==> src/rtl/jfpjc_dct_pkg.sv <==
// rtl/jfpjc_dct_pkg.sv - shared encodings and sizes for the DCT output buffer drain
package jfpjc_dct_pkg;

    localparam int BLOCK_WORDS     = 64;
    localparam int NUM_DCT_BUFFERS = 4;
    localparam int BUF_PTR_W       = 2;

    typedef enum logic [1:0] {
        IDLE  = 2'd0,
        READ  = 2'd1,
        DRAIN = 2'd2,
        ERR   = 2'd3
    } drain_state_t;

endpackage

==> src/rtl/zigzag_lut.sv <==
// rtl/zigzag_lut.sv - combinational JPEG zigzag beat-to-raster-offset ROM
module zigzag_lut (
    input  logic [5:0] k,
    output logic [5:0] offset
);

    localparam logic [5:0] ZZ [64] = '{
        6'd0,  6'd1,  6'd8,  6'd16, 6'd9,  6'd2,  6'd3,  6'd10,
        6'd17, 6'd24, 6'd32, 6'd25, 6'd18, 6'd11, 6'd4,  6'd5,
        6'd12, 6'd19, 6'd26, 6'd33, 6'd40, 6'd48, 6'd41, 6'd34,
        6'd27, 6'd20, 6'd13, 6'd6,  6'd7,  6'd14, 6'd21, 6'd28,
        6'd35, 6'd42, 6'd49, 6'd56, 6'd57, 6'd50, 6'd43, 6'd36,
        6'd29, 6'd22, 6'd15, 6'd23, 6'd30, 6'd37, 6'd44, 6'd51,
        6'd58, 6'd59, 6'd52, 6'd45, 6'd38, 6'd31, 6'd39, 6'd46,
        6'd53, 6'd60, 6'd61, 6'd54, 6'd47, 6'd55, 6'd62, 6'd63
    };

    assign offset = ZZ[k];

endmodule

==> src/rtl/dct_buffer_drain_fsm.sv <==
// rtl/dct_buffer_drain_fsm.sv - drains completed DCT buffers to a valid/ready stream (ZIGZAG_ORDER_EN: zigzag read order)
module dct_buffer_drain_fsm
    import jfpjc_dct_pkg::*;
#(
    parameter int DATA_WIDTH       = 16,
    parameter int GROUPS_PER_FRAME = 8
) (
    input  logic                  clock,
    input  logic                  reset,
    input  logic [BUF_PTR_W-1:0]  dcts_frontbuffer,
    output logic                  rd_en,
    output logic [BUF_PTR_W-1:0]  rd_buffer,
    output logic [5:0]            rd_addr,
    input  logic [DATA_WIDTH-1:0] rd_data,
    output logic [DATA_WIDTH-1:0] out_data,
    output logic                  out_valid,
    input  logic                  out_ready,
    output logic                  out_last,
    output logic [2:0]            blocks_read,
    output logic                  frame_done,
    output logic                  overflow
);

    localparam logic [5:0] LAST_BEAT  = 6'(BLOCK_WORDS - 1);
    localparam logic [2:0] LAST_BLOCK = 3'(GROUPS_PER_FRAME - 1);

    drain_state_t          state, state_nxt;
    logic [BUF_PTR_W-1:0]  prev_fb;
    logic [2:0]            pending, pending_nxt;
    logic [5:0]            beat;
    logic                  inflight, inflight_last;
    logic [DATA_WIDTH-1:0] skid_data [2];
    logic [1:0]            skid_last;
    logic                  skid_wr, skid_rd;
    logic [1:0]            skid_cnt;

    logic advance, legal_adv, inc, release_blk, pend_ovf, xfer, credit_ok;

    assign advance     = dcts_frontbuffer != prev_fb;
    assign legal_adv   = dcts_frontbuffer == prev_fb + 2'd1;
    assign inc         = advance && legal_adv;
    assign out_valid   = (skid_cnt != 2'd0) && (state != ERR);
    assign out_data    = skid_data[skid_rd];
    assign out_last    = out_valid && skid_last[skid_rd];
    assign xfer        = out_valid && out_ready;
    assign release_blk = (state == DRAIN) && xfer && out_last;

    // Words already held or on their way from the RAM must fit the two skid slots.
    assign credit_ok = ({1'b0, skid_cnt} + {2'b00, inflight}) < (3'd2 + {2'b00, xfer});

`ifdef ZIGZAG_ORDER_EN
    zigzag_lut u_zigzag_lut (
        .k      (beat),
        .offset (rd_addr)
    );
`else
    assign rd_addr = beat;
`endif

    always_comb begin
        pending_nxt = pending;
        pend_ovf    = 1'b0;
        if (inc && !release_blk) begin
            if (pending == 3'd3) begin
                pend_ovf = 1'b1;
            end else begin
                pending_nxt = pending + 3'd1;
            end
        end else if (!inc && release_blk) begin
            pending_nxt = pending - 3'd1;
        end
    end

    always_comb begin
        state_nxt = state;
        rd_en     = 1'b0;
        case (state)
            IDLE: begin
                if (pending != 3'd0) state_nxt = READ;
            end
            READ: begin
                rd_en = credit_ok;
                if (credit_ok && beat == LAST_BEAT) state_nxt = DRAIN;
            end
            DRAIN: begin
                if (release_blk) state_nxt = (pending_nxt != 3'd0) ? READ : IDLE;
            end
            default: state_nxt = ERR;
        endcase
        if (pend_ovf) state_nxt = ERR;
    end

    always_ff @(posedge clock) begin
        if (reset) begin
            state         <= IDLE;
            prev_fb       <= '0;
            pending       <= 3'd0;
            beat          <= 6'd0;
            inflight      <= 1'b0;
            inflight_last <= 1'b0;
            rd_buffer     <= '0;
            blocks_read   <= 3'd0;
            frame_done    <= 1'b0;
            overflow      <= 1'b0;
            skid_last     <= 2'b00;
            skid_wr       <= 1'b0;
            skid_rd       <= 1'b0;
            skid_cnt      <= 2'd0;
            for (int i = 0; i < 2; i++) skid_data[i] <= '0;
        end else begin
            state         <= state_nxt;
            prev_fb       <= dcts_frontbuffer;
            pending       <= pending_nxt;
            inflight      <= rd_en;
            inflight_last <= rd_en && (beat == LAST_BEAT);
            if (pend_ovf || (advance && !legal_adv)) overflow <= 1'b1;
            if (rd_en) beat <= beat + 6'd1;
            if (release_blk) begin
                rd_buffer   <= rd_buffer + 2'd1;
                blocks_read <= (blocks_read == LAST_BLOCK) ? 3'd0 : blocks_read + 3'd1;
            end
            frame_done <= release_blk && (blocks_read == LAST_BLOCK);
            // RAM data lands one cycle after its strobe, tagged with the last-beat flag.
            if (inflight) begin
                skid_data[skid_wr] <= rd_data;
                skid_last[skid_wr] <= inflight_last;
                skid_wr            <= ~skid_wr;
            end
            if (xfer) skid_rd <= ~skid_rd;
            skid_cnt <= skid_cnt + {1'b0, inflight} - {1'b0, xfer};
        end
    end

endmodule

==> config.mk <==
export PLATFORM = sky130hd
export DESIGN_NAME = dct_buffer_drain_fsm
export DESIGN_NICKNAME = d
export VERILOG_FILES = /design/src/rtl/jfpjc_dct_pkg.sv /design/src/rtl/zigzag_lut.sv /design/src/rtl/dct_buffer_drain_fsm.sv
export SDC_FILE = /design/constraint.sdc
export NUM_CORES = 1
export LEC_CHECK = 0
export CELL_PAD_IN_SITES_DETAIL_PLACEMENT = 0
export CELL_PAD_IN_SITES_GLOBAL_PLACEMENT = 1
export CORE_MARGIN = 2
export CORE_UTILIZATION = 40
export CTS_BUF_LIST = sky130_fd_sc_hd__clkbuf_8
export DETAILED_ROUTE_END_ITERATION = 12
export GPL_TIMING_DRIVEN = 0
export HOLD_SLACK_MARGIN = 0.05
export PLACE_DENSITY = 0.88
export SYNTH_ARGS = -nofsm -noshare
export SYNTH_HDL_FRONTEND = slang
export SYNTH_SLANG_ARGS = --single-unit
==> constraint.sdc <==
create_clock -name clock -period 4.1 [get_ports clock]
set_input_delay 0.82 -clock clock [delete_from_list [all_inputs] [get_ports clock]]
set_output_delay 0.82 -clock clock [all_outputs]
set_load 0.02 [all_outputs]
Yosys cells after proc, flatten, opt, wreduce, memory -nomap -nowiden
Memory sizes are Yosys's and may differ from the RTL's. A register that Yosys moved wholly into a read port is not among the register bits.
Index checks and enable logic that the tools add are counted.

word-level totals
  bits in registers = 28
  RAM bits = 32
  bits of input ports = 21
  output and inout bits = 32
  logic and storage cells = 93
  memories kept = 1

cells by class
  add/sub/neg operators = 10
  order comparisons = 4
  eq/ne operators = 11
  muxes and demuxes = 28
  bitwise operators = 2
  reductions and logical operators = 23

memory list
  memory     words  width  read ports  clocked after Yosys merged registers in  write ports  line                        text
  skid_data  2      16     1           1                                        2            dct_buffer_drain_fsm.sv:32  logic [DATA_WIDTH-1:0] skid_data [2];

operator list
  operator                                             count
  two-way mux 1 bit                                    16
  two-way mux 16 bit                                   1
  OR reduction 16 bit                                  1
  logical AND 1 bit                                    13
  two-way mux 3 bit                                    4
  != test 3 bit, second input constant                 3
  two-way mux 2 bit                                    4
  adder 3 x 1 -> 3 bit, second input constant          2
  adder 6 x 1 -> 6 bit, second input constant          1
  equality test 6 bit, second input constant           1
  one-hot mux 2 bit (3 select lines)                   1
  nonzero test 3 bit                                   2
  adder 2 x 1 -> 2 bit, second input constant          2
  < comparator 1 x 2 -> 1 bit, second input constant   2
  adder 2 x 1 -> 3 bit                                 1
  adder 2 x 1 -> 3 bit, first input constant           1
  equality test 3 x 2 -> 1 bit, second input constant  1
  equality test 3 bit, second input constant           1
  zero test 1 bit                                      3
  < comparator 3 bit                                   1
  AND reduction 3 bit                                  1
  subtractor 3 x 1 -> 3 bit, second input constant     1
  adder 2 x 1 -> 2 bit                                 1
  bitwise mux 2 bit                                    1
  other kinds (12)                                     13

Longest topological paths before layout
Gate-level depths: netlist of run 1.

  depth after elaboration = 13
  depth in mapped cells = 8

Worst setup path after synthesis of run 1
Ideal clock, no wire load.

  kind = input-to-output
  start = input port out_ready
  end = output port rd_en
  arrival time = 1.382 ns
  data required time = 3.280 ns
  setup slack = 1.898 ns
  stages on the path = 2
  cell sequence = nand3b_4 a211oi_4

between the ends
  word-level cells in the longest chain between the ends = 4

RTL lines
  item                  line                        text
  start, declared       dct_buffer_drain_fsm.sv:17  input logic out_ready,
  logical AND 1 bit     dct_buffer_drain_fsm.sv:45  assign xfer = out_valid && out_ready;
  adder 2 x 1 -> 3 bit  dct_buffer_drain_fsm.sv:49  assign credit_ok = ({1'b0, skid_cnt} + {2'b00, inflight}) < (3'd2 + {2'b00, xfer});
  < comparator 3 bit    dct_buffer_drain_fsm.sv:49
  two-way mux 1 bit     dct_buffer_drain_fsm.sv:77  case (state)
  end, declared         dct_buffer_drain_fsm.sv:11  output logic rd_en,

Every way passes these cells.

Worst setup path in the final report of run 1
Same ends and word-level chain as after synthesis.

==> results of run 1 <==
==> placed cells by master, fill, tap and decap left out, types with 7 or more instances in the layout <==
| master | netlist | final |
|---|---|---|
| sky130_fd_sc_hd__edfxtp_1 | 32 | 32 |
| sky130_fd_sc_hd__nor2b_1 | 8 | 8 |
| sky130_fd_sc_hd__mux2_2 | 16 | 16 |
| sky130_fd_sc_hd__clkbuf_8 | 0 | 9 |
| sky130_fd_sc_hd__clkdlybuf4s50_1 | 0 | 52 |
| sky130_fd_sc_hd__clkbuf_1 | 7 | 7 |
| sky130_fd_sc_hd__dfxtp_1 | 29 | 29 |
| sky130_fd_sc_hd__and2_1 | 33 | 33 |
| sky130_fd_sc_hd__xnor2_1 | 9 | 9 |
| sky130_fd_sc_hd__inv_1 | 8 | 8 |
| sky130_fd_sc_hd__ha_1 | 10 | 10 |
| sky130_fd_sc_hd__nand2_1 | 14 | 14 |
| sky130_fd_sc_hd__nor2_1 | 19 | 19 |
==> worst reg2reg max path, stage by stage, from the launching register on <==
cell,delay (ns)
sky130_fd_sc_hd__dfxtp_1,0.46
sky130_fd_sc_hd__nor3b_1,0.81
sky130_fd_sc_hd__clkbuf_1,0.39
sky130_fd_sc_hd__and2_1,0.19
==> per-layer routing <==
metal  vias to the layer above  share of wire [%]
met3                         5                5.6
met2                        50                 47
met4                         0                1.0
met1                       876                 47
li1                        941                  -
met5                         -                  0
==> cell type report <==
type | count | area (um^2)
fillers | 605 | 3170
well taps | 96 | 120
flip-flops and latches | 61 | 1540
clock inverters | 7 | 66.3
multi-input cells | 159 | 1220
repair buffers | 52 | 520
plain buffers | 8 | 37.5
inverters | 8 | 30.0
clock buffers | 9 | 124
==> stage by stage <==
step / hold slack, ns / instances
2_1_floorplan: 0.425 / 236
3_3_place_gp: 0.438 / 384
3_5_place_dp: 0.450 / 384
4_1_cts: 0.460 / 400
5_1_grt: 0.496 / 400
6_report: 0.451 / 400
==> registers in the layout (all words and copies together) (netlist names), 2 cells and up, named ones only <==
| register | count |
|---|---|
| blocks_read | 3 |
| pending | 3 |
| prev_fb | 2 |
| rd_addr | 6 |
| rd_buffer | 2 |
| skid_cnt | 2 |
| skid_data | 32 |
| skid_last | 2 |
| state | 2 |
==> cells by family (layout without fill, tap and decap cells) <==
| group | after synthesis | count (layout) | synth area share [%] |
|---|---|---|---|
| buf+inv | 16 | 84 | 2.39 |
| flops | 61 | 61 | 54.5 |
| mux | 19 | 19 | 7.88 |
| xor+xnor | 16 | 16 | 5.22 |
| fa+ha+maj | 10 | 10 | 4.43 |
| simple gates | 93 | 93 | 19.1 |
| compound gates | 21 | 21 | 6.46 |
==> worst min-delay path by stage <==
stage             startpoint           end  slack, ns  cells past startpoint
6_report       inflight_last  skid_last[1]       0.45                      2
5_1_grt        inflight_last  skid_last[0]       0.50                      2
2_1_floorplan  inflight_last  skid_last[0]       0.42                      2
4_1_cts        inflight_last  skid_last[1]       0.46                      2
3_5_place_dp   inflight_last  skid_last[0]       0.45                      2
3_3_place_gp   inflight_last  skid_last[1]       0.44                      2
==> power breakdown <==
group	total, mW	internal [mW]	switching [mW]
combinational	0.606	0.311	0.294
sequential	0.780	0.724	0.0564
clock	0.520	0.276	0.244
total	1.91	1.31	0.595
==> out/results.txt, run 1 <==
The tools report the clock tree root driver cell as sky130_fd_sc_hd__clkbuf_8. The critical path runs through a total of 4 cells. sky130_fd_sc_hd__and2_1 is the most common cell in the netlist. Measured along the y axis, the die boundary spans 88.1 um. Summed over all instances, the cell type with the most area after synthesis is sky130_fd_sc_hd__edfxtp_1. Max-cap violations in this run came to 0.

The largest individual stage delay along the critical path comes from the cell sky130_fd_sc_hd__clkdlybuf4s50_1. Cells fill 53.5% of the core in the end. Data on the critical path arrives at its endpoint at 2.66 ns.

In the global route stage, met2 resource usage came out at 24.7%. On the worst path, the slowest cell contributes a delay of 0.69 ns. The post-synthesis register bit count works out to 61. The tools report the endpoint class of the critical path as an output pin.

The standby leakage power was 1.39 nW. After synthesis, the netlist uses 41 different library cells. For the antenna violation net count after detailed routing, the log shows 0. Setup violations remaining at the end of the flow were counted as 0.

Peak-usage layer in the global routing report: met2. The worst pin sits at a relative slew slack of 37.1%. After floorplanning, the core was divided into 30 placement rows. Walking the worst path, the cells encountered are clkdlybuf4s50_1 -> nand3b_4 -> a211oi_4 -> clkdlybuf4s50_1.

Timing analysis after detailed placement gives a worst setup slack of 0.626 ns. The logs give 1907 for the number of global-route vias before repair and 1.91 mW for the total power. The die outline width came out at 88.1 um. From synthesis to final layout, the design area changed by 29.4%. Routability-driven placement finished with a final weighted congestion of 0.749. Proportion of synthesized chip area in sequential cells: 54.5%.

The logs give 0 ns for the total negative slack and 6830 um^2 for the core area. Detailed placement finished with a half-perimeter wire length of 3700 um. For this configuration, the core starts out at a cell density of 41.4%.

The run gives 0.34 ns as the clock latency reported for the late side of the worst-skew pair. In the final design database the tool counted 330 nets. For this design, the CTS-stage hold fixing added 0 buffers. The initial antenna violation count came out at 0. The number of buffers added on ports was 52; the count of unresolved DRC violations after routing was 0. After synthesis, the share of flip-flops with an asynchronous set or reset is 0%. The first global-routing pass estimated 8870 um of wire. After detailed routing, the number of vias per cell comes to 4.68.

Global routing finished with a remaining overflow of 0. After the first detailed-routing iteration, the DRC count stood at 54. For the die area, the log shows 7750 um^2.

Setup repair after global routing left no endpoint under its margin. The number of buffers and inverters on the critical path is 2. The cell count after synthesis came out at 236. The final-report hold violation count was 0. The run finished with clean final reports. By count the netlist is led by sky130_fd_sc_hd__and2_1 (33), sky130_fd_sc_hd__edfxtp_1 (32), sky130_fd_sc_hd__dfxtp_1 (29). The logs give 61 for the clock sink total and 53 for the I/O pin count.

At the pin with the least slew margin, the transition time is 0.941 ns. The total inserted antenna cells was 0; the clock slew at the register clock pins of the worst setup and hold paths was 0.07 ns. The number of iterations in the first detailed-routing pass was 4. In this run the cell area of the synthesized design comes to 2830 um^2. In the final routed layout, each cell accounts on average for 13.5 um.

The logs give 15.4% for the total routing resource utilization after global routing and 5410 um for the final wirelength. The tools report the internal reg-to-reg setup slack as 2.12 ns. The run gives 287 MHz as the top achievable clock speed.

For this run, the leading register cell type out of synthesis is sky130_fd_sc_hd__edfxtp_1. In this run, synthesis inferred 32 flip-flops with an integrated enable. The post-cts repair resize count was 0; the highest net fanout along the worst path was 8.

Worst ir drop on vdd: 295 uV. Number of cells traversed by the worst register-to-register path: 3. The type of origin of the critical path is an input port. The tools report the largest buffer count on any clock path as 2. Average cell area after synthesis: 12.0 um^2. The endpoint identified for the worst register-to-register timing path is skid_data[1][13].

TritonCTS built the clock tree. The startpoint identified for the worst register-to-register timing path is inflight. The most critical setup path has its endpoint at rd_en. For the total placed instance area, the log shows 3470 um^2.

Final critical-path required period: 3.48 ns. Family with the most delay on the worst path: buffers and inverters. The kind of critical path was input port to output pin.

The max-slew violation total from the final report was 0. Start point of the critical path: out_ready. The fraction of layout cells with a size suffix above 1 was 14.8%; the final worst setup slack was 0.617 ns. Pin count of the biggest net entering global routing: 18. For this run, global-route usage on met1 was measured as 18.9%. For the Yosys warning count, the log shows 0. At the worst endpoint, the required time is 3.28 ns. The top cell type's share of synthesized area was 34.0%.

The logs give 9 for the number of buffers created by CTS and 1872 for the vias after detailed routing. The global-route met3 utilization was 5.56%; the depth of the CTS H-tree was 3. Counting stages on the worst path, the most repeated cell is sky130_fd_sc_hd__clkdlybuf4s50_1. The part of the cycle the worst path needs works out to 85.0%.

The setup clock skew after layout is 0.00683 ns, and the count of buffers added by post-CTS timing repair for setup is 0. Post-route standard cell area excluding fillers: 3660 um^2. The min-delay analysis places its worst path in the category flop to flop. Dividing total power by cell area gives a power density of 521 nW/um^2. Yosys attributes the largest share of cell area to sky130_fd_sc_hd__edfxtp_1 (34%), sky130_fd_sc_hd__dfxtp_1 (21%), sky130_fd_sc_hd__and2_1 (7.3%). Number of nets in the synthesized netlist: 267.
Note: power is estimated with default switching activity, not from simulation.
==> run 2, diff against run 1 <==
--- a/config.mk
+++ b/config.mk
@@ -8,12 +8,12 @@
 export CELL_PAD_IN_SITES_DETAIL_PLACEMENT = 0
 export CELL_PAD_IN_SITES_GLOBAL_PLACEMENT = 1
 export CORE_MARGIN = 2
-export CORE_UTILIZATION = 40
+export CORE_UTILIZATION = 39
 export CTS_BUF_LIST = sky130_fd_sc_hd__clkbuf_8
 export DETAILED_ROUTE_END_ITERATION = 12
 export GPL_TIMING_DRIVEN = 0
 export HOLD_SLACK_MARGIN = 0.05
-export PLACE_DENSITY = 0.88
+export PLACE_DENSITY = 0.9
 export SYNTH_ARGS = -nofsm -noshare
 export SYNTH_HDL_FRONTEND = slang
 export SYNTH_SLANG_ARGS = --single-unit
==> constraint.sdc (replaced) <==
create_clock -name clock -period 3.01 [get_ports clock]
set_input_delay 0.602 -clock clock [delete_from_list [all_inputs] [get_ports clock]]
set_output_delay 0.602 -clock clock [all_outputs]
set_load 0.02 [all_outputs]
==> run 2 against run 1 <==
Effect of this change: routed wire length shrank 2.1%; count of clock-buffer cells in the layout stayed put; combinational power increased by 37%; clock power up 54%; hold slack improved by 0.012 ns; critical path type is now flop to output pin; critical endpoint is now out_data[2].
==> out/results.txt, run 2 (same netlist as run 1, synthesis figures left out) <==
VDD sags by at most 418 uV. OpenSTA, run right after detailed placement, puts the worst setup slack at 0.00963 ns. Setup violations remaining at the end of the flow were counted as 0.

For the end-of-flow core utilization, the log shows 51.9%. The clock passes through at most 2 buffers. For this design the ratio of total power to cell area is 727 nW/um^2.

In this run the clock root is driven by a sky130_fd_sc_hd__clkbuf_8. The floorplan step set the die width to 89.1 um. At the worst endpoint, the arrival time is 2.23 ns.

The run finished with clean final reports. Clock tree synthesis inserted a total of 9 buffers. On the critical path, the stage with the largest delay is an instance of sky130_fd_sc_hd__clkdlybuf4s50_1. Timing would allow up to 353 MHz.

In the layout the commonest cells are sky130_fd_sc_hd__clkdlybuf4s50_1 (51), sky130_fd_sc_hd__and2_1 (33), sky130_fd_sc_hd__edfxtp_1 (32). Dividing the detail-routed via count by the number of cells gives 4.64. The endpoint class of the critical path is an output pin. For the pin with the worst max-slew slack, the measured transition is 0.772 ns.

The final routed wire length divided by cell count was 13.1 um. Clock-pin slew was measured on the worst setup and hold paths at 0.07 ns. In this run the count of I/O pins placed on the die edge is 53. The register with the most flip-flops in the final layout is skid_data. Of all nets on the critical path, the largest fanout is 10. Before antenna repair, the detailed router went through 6 iterations. Detailed placement ended at an HPWL of 3650 um. Setup repair after global routing left no endpoint under its margin.

Setup total negative slack on the finished layout was measured at 0 ns. The clock latency reported for the late side of the worst-skew pair is 0.33 ns. The most common cell after layout, fill and taps aside is sky130_fd_sc_hd__clkdlybuf4s50_1.

The fraction of layout cells with a size suffix above 1 works out to 15.7%. The core area was 7140 um^2; the met2 track demand over resource was 22.8%. The worst min-delay path class is flop to flop. The largest single stage delay on the critical path is 0.54 ns. The run gives 1.43 nW as the standby leakage power. The first global-routing pass estimated 8590 um of wire. met2 is the most crowded layer.

The logs give 0.729 for the placer's final routability congestion estimate and 0 for the final-report hold violation count. The clock tree synthesis step divided the H-tree into 3 levels. The register with the most flip-flops in the layout has 32 of them. The final worst setup slack was 0.178 ns. For this run, global-route usage on met3 was measured as 4.80%.

TritonCTS built the clock tree. The run gives 2.41 ns as the critical path data required time. In the routed design, unresolved DRC markers number 0. The tools report the total number of nets in the final design as 331. The worst path needs 2.83 ns of the cycle, external delays included. Global routing used 18.7% of the available met1 tracks. Total power for the finished layout comes to 2.70 mW. Number of buffers added on ports: 52. The count of standard-cell rows was 31. The area growth from synthesis to layout is 31.1%. The number of maximum-capacitance violations is 0, and the height of the die is 89.1 um. Between clock sinks in the finished design, the worst skew comes to 0.00981 ns. The tools report the die area as 7940 um^2. The detail route stage leaves a number of antenna-violating nets equal to 0.

The logs give 1831 for the number of global-route vias before repair and 18 for the pin count of the biggest net entering global routing. Wires add up to 5300 um. The part of the cycle the worst path needs works out to 94.1%. Global routing used 14.4% of the available tracks across all layers.

The run gives 1.08 ns as the internal reg-to-reg setup slack. The initial standard-cell utilization of the core is 39.6%. Type of origin of the critical path: a flop. Summing over every cut layer, the via total after detailed routing is 1876.

The total overflow left after global routing is 0. The normalized max-slew margin was 48.4%; the violation count after the first detailed-route iteration was 69. The max-slew violation total from the final report was 0; the total inserted antenna cells was 0. The initial antenna violation count came out at 0.

The signal on the critical path passes through clkbuf_1 -> clkbuf_2 -> mux2_2 -> clkdlybuf4s50_1. Clock tree synthesis found a total of 61 sinks. The kind of critical path was flop to output pin.
[run 2: cell types whose count changed in the layout (fill, tap and decap cells not counted), sizes merged]
cell	before	now
clkinv	3	2
clkdlybuf4s50	52	51
dlymetal6s2s	0	1
buf	1	2
bufinv	1	2
[run 2: what timing repair did]
item / in CTS / in global routing
gates resized for setup: 1 / 1
endpoints found under the setup margin: 10 / 1
cloned: 0 / 0
setup buffers: 0 / 1
pin swaps: 0 / 1
hold buffers: 0 / 0
[run 2: layout make-up]
| type | count | area [um^2] |
|---|---|---|
| repair buffers | 53 | 531 |
| flip-flops and latches | 61 | 1540 |
| clock buffers | 9 | 124 |
| fillers | 658 | 3430 |
| inverters | 8 | 30.0 |
| clock inverters | 7 | 100 |
| well taps | 99 | 124 |
| multi-input cells | 159 | 1220 |
| plain buffers | 8 | 38.8 |
[run 2: stage by stage]
stage | cell area, um^2 | hold slack [ns] | instances
floorplan | 2830 | 0.425 | 236
finish | 3710 | 0.463 | 404
CTS | 3700 | 0.470 | 403
detailed placement | 3470 | 0.447 | 387
global placement | 3470 | 0.438 | 387
global route | 3710 | 0.511 | 404
[run 2: final timing paths]
check                     start            to  cells after the start
setup / recovery           flop   out_data[2]                      4
hold / removal    inflight_last  skid_last[0]                      2
setup reg to reg       inflight    rd_addr[4]                      7
hold reg to reg   inflight_last  skid_last[0]                      2
[run 2: worst max-delay path: cells and delay by family (launching register included)]
kind     cells  cell delay, ns
flops        1            0.31
mux          1            0.38
buf+inv      3            1.21
[run 2: power by group]
| part | internal, mW | switching [mW] | total [mW] |
|---|---|---|---|
| Combinational | 0.431 | 0.403 | 0.833 |
| Sequential | 0.986 | 0.0748 | 1.06 |
| Clock | 0.468 | 0.333 | 0.801 |
[run 2: routing by layer]
| metal | part of all wire, % | wire [um] |
|---|---|---|
| met1 | 49 | 2570 |
| met2 | 46 | 2420 |
| met3 | 5.4 | 284 |
| met4 | 0.53 | 28 |
| met5 | 0 | 0 |
